[config.mk]
export PLATFORM = sky130hd
export DESIGN_NAME = inst_loader
export DESIGN_NICKNAME = d
export VERILOG_FILES = /design/src/rtl/inst_loader.sv
export SDC_FILE = /design/constraint.sdc
export NUM_CORES = 1
export LEC_CHECK = 0
export BUFFER_PORTS_ARGS = -buffer_cell sky130_fd_sc_hd__buf_2
export CORE_UTILIZATION = 47
export CTS_CLUSTER_SIZE = 14
export DETAILED_ROUTE_END_ITERATION = 16
export MAX_ROUTING_LAYER = met4
export PLACE_DENSITY = 0.69
export RECOVER_POWER = 50
export SYNTH_ARGS = -nofsm -noshare
export SYNTH_HDL_FRONTEND = slang
export SYNTH_SLANG_ARGS = --single-unit
export TNS_END_PERCENT = 20
[constraint.sdc]
create_clock -name clk -period 2.7 [get_ports clk]
set_input_delay 0.27 -clock clk [delete_from_list [all_inputs] [get_ports clk]]
set_output_delay 0.27 -clock clk [all_outputs]
set_load 0.05 [all_outputs]
[src/rtl/inst_loader.sv]
// inst_loader: boot-time writer for instruction RAM; assembles big-endian words from a byte
// stream and holds the core in reset until the whole image is written.
module inst_loader #(
    parameter logic [31:0] BASE_ADDR = 32'h0,
    parameter int          MAX_WORDS = 1024
) (
    input  logic        clk,
    input  logic        rst_n,
    input  logic        in_valid,
    input  logic [7:0]  in_data,
    output logic        in_ready,
    input  logic        start,
    output logic        mem_we,
    output logic [31:0] mem_addr,
    output logic [31:0] mem_wdata,
    output logic        cpu_rst_n,
    output logic        busy,
    output logic        done,
    output logic        err,
    output logic [15:0] words_loaded
);
    localparam logic [31:0] MAX_W = 32'(MAX_WORDS);

    typedef enum logic [2:0] {HDR_HI, HDR_LO, DATA, DONE, ERR} state_t;

    state_t      state, state_next;
    logic [7:0]  cnt_hi;
    logic [15:0] count;
    logic [15:0] hdr_count;
    logic [1:0]  byte_idx;
    logic [23:0] asm_word;
    logic        xfer;
    logic        last_word;
    logic        rearm;

    assign busy      = (state == HDR_HI) || (state == HDR_LO) || (state == DATA);
    assign done      = (state == DONE);
    assign err       = (state == ERR);
    assign in_ready  = busy;
    assign xfer      = in_valid & in_ready;
    assign hdr_count = {cnt_hi, in_data};
    // words_loaded < count here, so the increment cannot overflow
    assign last_word = (words_loaded + 16'd1) == count;
    assign rearm     = start & (done | err);

    always_comb begin
        state_next = state;
        case (state)
            HDR_HI:  state_next = xfer ? HDR_LO : HDR_HI;
            HDR_LO:  if (xfer) state_next = (hdr_count == 16'd0) ? DONE :
                                            ({16'd0, hdr_count} > MAX_W) ? ERR : DATA;
            DATA:    if (xfer && byte_idx == 2'd3 && last_word) state_next = DONE;
            DONE:    state_next = start ? HDR_HI : DONE;
            ERR:     state_next = start ? HDR_HI : ERR;
            default: state_next = HDR_HI;
        endcase
    end

    always_ff @(posedge clk) begin
        if (!rst_n) begin
            state        <= HDR_HI;
            mem_we       <= 1'b0;
            mem_addr     <= BASE_ADDR;
            mem_wdata    <= 32'd0;
            cpu_rst_n    <= 1'b0;
            words_loaded <= 16'd0;
            byte_idx     <= 2'd0;
            count        <= 16'd0;
            cnt_hi       <= 8'd0;
            asm_word     <= 24'd0;
        end else begin
            state     <= state_next;
            mem_we    <= 1'b0;
            // a re-arm must drop the core reset on the same edge that leaves DONE
            cpu_rst_n <= done & ~start;
            if (xfer && state == HDR_HI) cnt_hi <= in_data;
            if (xfer && state == HDR_LO) count <= hdr_count;
            if (xfer && state == DATA) begin
                asm_word <= {asm_word[15:0], in_data};
                byte_idx <= byte_idx + 2'd1;
                if (byte_idx == 2'd3) begin
                    mem_we       <= 1'b1;
                    mem_wdata    <= {asm_word, in_data};
                    mem_addr     <= BASE_ADDR + {14'd0, words_loaded, 2'b00};
                    words_loaded <= words_loaded + 16'd1;
                end
            end
            if (rearm) begin
                words_loaded <= 16'd0;
                byte_idx     <= 2'd0;
                mem_addr     <= BASE_ADDR;
            end
        end
    end
endmodule

==> results <==
- The port buffer count is 81.
- The number of cells on the worst hold path is 3.
- Entering global routing, the biggest net connects 83 pins.
- The flow ran to the end, and the final reports show no timing, DRC or antenna violations.
- The fraction of synthesis flops using an asynchronous set or reset pin is 0%.
- The terminus of the critical flop-to-flop path is state[0].
- The slowest stage of the critical path belongs to the cell sky130_fd_sc_hd__dfxtp_1.
- The routed wire length per instance is 14.3 um.
- Of the total power, combinational logic draws 8.4%.
- After layout, the design draws a total of 4.27 mW.
- After detailed routing, the number of vias per cell comes to 5.26.
- Once the floorplan was initialized, standard cells occupied 48.6% of the core.
- After synthesis, the netlist uses 44 different library cells.
- The longest clock path from root to sink contains 2 buffers.
- The maximum fanout along the worst path is 17.
- In this design, the largest share of critical-path delay is due to compound AO/OA/AOI/OAI gates.
- The power share of the sequential group is 43.4%.
- After synthesis, the cell types taking the most area are sky130_fd_sc_hd__dfxtp_1, sky130_fd_sc_hd__nand2_1, sky130_fd_sc_hd__a21oi_1.
- The switching part of the total is 28.1%.
- At the pin with the least slew margin, the transition time is 1.08 ns.
- The number of nets in the finished design is 728.
- In this run the core area contains 37 standard-cell rows.
- Max-cap violations in this run came to 0.
- Counting the buffers created by CTS gives 17.
- The floorplan step defined a die boundary enclosing 11,100 um^2.
- For this run the aggregate overflow at the end of global routing stands at 0.
- The reported net switching power is 1.20 mW.
- The clock drives 119 sinks.
- The nature of the critical path endpoint is a register.
- The congestion estimate from routability-driven global placement came to 0.935.
- The post-CTS resize count is 0.
- For the worst setup path, the data arrival time is 2.84 ns.
- The max-slew violation count is 0.
- The cell area that synthesis handed to floorplanning was 5040 um^2.
- Walking the worst path, the cells encountered are mux2_4, a2111oi_2, o21bai_2, o211ai_1, or4_1, o31ai_2.
- The number of synthesis warnings is 0.
- The height of the die is 106 um.
- The synthesized design contains 0 enable-type register cells.
- From synthesis to final layout, the design area changed by 17.2%.
- The clock period could shrink to 2.41 ns.
- The insertion delay of the later-clocked pin in the worst-skew pair is 0.52 ns.
- The number of endpoints failing setup at the final stage is 0.
- The detailed-route via count is 4,539.
- Of the cells placed in the final design, the portion with a size suffix greater than 1 is 9.90%.
- The maximum operating frequency is 0.414 GHz.
- Summing all multi-input logic gate instances after layout gives 2390 um^2.
- Internal power comes to 3.07 mW.
- The startpoint of the worst-slack reg-to-reg timing path is state[1].
- In the routed design, unresolved DRC markers number 0.
- For this design the ratio of total power to cell area is 722 nW/um^2.
- The wire length of the first global-routing pass is 20.1 mm.
- In the final layout, flip-flops and latches occupy 2380 um^2.
- The final design utilization is 57.0%.
- The worst register-to-register path has a setup slack of 0.29 ns.
- The final-report hold violation count was 0.
- The first TritonRoute pass finished after 7 iterations.
- The required time at the worst-slack endpoint is 3.13 ns.
- In the synthesized netlist the dominant register cell turns out to be sky130_fd_sc_hd__dfxtp_1.
- The post-synthesis register bit count is 119.
- Setup repair after global routing left no endpoint under its margin.
- Clock-pin slew was measured on the worst setup and hold paths at 0.06 ns.
- The initial antenna violation count was 0.
- The count of fill cells added during filler insertion is 986.
- After synthesis, the most frequently instantiated cells are sky130_fd_sc_hd__nand2_1, sky130_fd_sc_hd__dfxtp_1, sky130_fd_sc_hd__a21oi_1.
- Of the synthesized area, sequential elements account for 47.3%.
- The highest cell delay on the worst timing path is 0.64 ns.
- The number of global-route vias before repair is 4,170.
- For hold timing, the worst endpoint is mem_wdata[2].
- For this block, the initial DRC count from the detailed router was 395.
- The routed design has 12.3 mm of wire.
- The worst pin sits at a relative slew slack of 28.0%.
- The setup TNS is 0 ns.
- The number of buffers and inverters on the critical path is 0.
- The analysis attributes to cell leakage a power of 2.00 nW.
- The clock share of power is 48.2%.
- 98 I/O pins were placed.
- The source of the worst hold timing path is in_data[2].
- The type of the most critical hold path is in2reg.
- The share of synthesized area in the top cell type comes to 47.3%.
- CTS built an H-tree with a depth of 4.
- The residual antenna-violating net count after detailed routing is 0.
- Across the routed clock network, the largest skew measured is 0.00936 ns.
- The antenna diode instance count is 0.
- The gate count of the mapped netlist is 648.
- The library cell used as clock root buffer is sky130_fd_sc_hd__clkbuf_8.
- The startpoint-to-endpoint class of the critical path is reg2reg.
- Summed over all nets, the half-perimeter wirelength after detailed placement is 8.08 mm.
- STA classifies the critical path startpoint as a register.
- The library cell with the largest summed area after synthesis is sky130_fd_sc_hd__dfxtp_1.
- The worst-case reg-to-reg path depth is 6.
- The mean area per synthesized cell is 7.78 um^2.
- The maximum VDD drop is 0.000385 V.
- The overall track demand over capacity in global routing is 23.6%.
- TritonCTS built the clock tree.
- The final critical path takes up 89.4% of the cycle.
- The die width is 106 um.
- The placeable core area is 10,400 um^2.
- The most common cell in the synthesized netlist is sky130_fd_sc_hd__nand2_1.
==> placed cells by master (no fill, tap or decap), types with 3 or more instances in the layout <==
| master | instances |
|---|---|
| sky130_fd_sc_hd__inv_6 | 6 |
| sky130_fd_sc_hd__nor4_1 | 6 |
| sky130_fd_sc_hd__nand4_1 | 9 |
| sky130_fd_sc_hd__buf_4 | 8 |
| sky130_fd_sc_hd__buf_2 | 22 |
| sky130_fd_sc_hd__or3_1 | 4 |
| sky130_fd_sc_hd__xor2_1 | 10 |
| sky130_fd_sc_hd__a21oi_1 | 109 |
| sky130_fd_sc_hd__nor2b_1 | 5 |
| sky130_fd_sc_hd__nor3_1 | 9 |
| sky130_fd_sc_hd__clkbuf_16 | 16 |
| sky130_fd_sc_hd__conb_1 | 16 |
| sky130_fd_sc_hd__nand4b_1 | 3 |
| sky130_fd_sc_hd__clkinvlp_4 | 5 |
| sky130_fd_sc_hd__dfxtp_1 | 119 |
| sky130_fd_sc_hd__nor2_1 | 28 |
| sky130_fd_sc_hd__xnor2_1 | 25 |
| sky130_fd_sc_hd__clkbuf_1 | 61 |
| sky130_fd_sc_hd__nand2_1 | 213 |
| sky130_fd_sc_hd__o21ai_0 | 5 |
| sky130_fd_sc_hd__nand3_1 | 7 |
==> worst min-delay path: stages <==
cell	delay, ns
sky130_fd_sc_hd__buf_2	0.14
sky130_fd_sc_hd__nand2_1	0.06
sky130_fd_sc_hd__a21oi_1	0.05
==> power groups by stage <==
| stage | combinational, mW | sequential [mW] | clock [mW] |
|---|---|---|---|
| 2_1_floorplan | 0.320 | 1.86 | 0 |
| 3_3_place_gp | 0.346 | 1.88 | 0 |
| 3_5_place_dp | 0.351 | 1.89 | 0 |
| 4_1_cts | 0.356 | 1.85 | 2.09 |
| 5_1_grt | 0.390 | 1.86 | 2.16 |
| 6_report | 0.359 | 1.85 | 2.06 |
==> cell families (layout without fill, tap and decap cells) <==
family	after synthesis	count (layout)	share of synthesized area, %
and+or+nand+nor	302	302	26.0
AOI/OAI and AO/OA	124	124	13.2
DFF	119	119	47.3
buffers and inverters	63	127	6.43
xor gates and xnor gates	35	35	6.08
adders and majority gates	2	2	0.496
muxes	2	2	0.496
other	1	16	0.0744
==> metrics by stage <==
| step | std cells | instance area (um^2) | hold slack, ns | worst slack [ns] |
|---|---|---|---|---|
| floorplan | 663 | 5100 | 0.346 | 0.0404 |
| global placement | 830 | 5440 | 0.438 | 0.467 |
| detailed placement | 830 | 5440 | 0.446 | 0.354 |
| CTS | 863 | 5990 | 0.0242 | 0.300 |
| global route | 863 | 5910 | 0.0367 | 0.169 |
| finish | 863 | 5910 | 0.0480 | 0.287 |
==> area by class of cell <==
class | count | share of cell area, %
timing repair buffer | 93 | 7.01
sequential | 119 | 40.3
tap | 136 | 2.88
inverter | 2 | 0.127
clock buffer | 18 | 7.24
clock inverter | 14 | 1.95
multi-input combinational | 481 | 40.5
==> how the worst max path moves through the flow <==
stage	to	cells past startpoint	start	slack, ns
global placement	state[0]	6	state[1]	0.47
finish	state[0]	6	state[1]	0.29
floorplan	byte_idx[0]	7	state[1]	0.04
global route	state[0]	6	words_loaded[0]	0.17
detailed placement	state[0]	6	words_loaded[0]	0.35
CTS	state[0]	6	words_loaded[0]	0.30
==> registers in the layout, indices dropped and copies added, names as in the netlist <==
register / count
words_loaded: 16
mem_addr: 16
cnt_hi: 8
asm_word: 24
mem_we: 1
count: 16
cpu_rst_n: 1
mem_wdata: 32
state: 3
byte_idx: 2
==> timing repair <==
item                                   CTS  global route
hold buffers                             1             0
endpoints found under the hold margin    1             0
setup endpoints to repair                0             0
setup buffers                            0             0
==> routing by layer <==
layer	global-route usage, %	share of wire [%]
met3	6.74	6.8
met1	30.8	46
met4	8.43	1.5
met5	-	0
met2	34.9	45
Note: power is estimated with default switching activity, not from simulation.
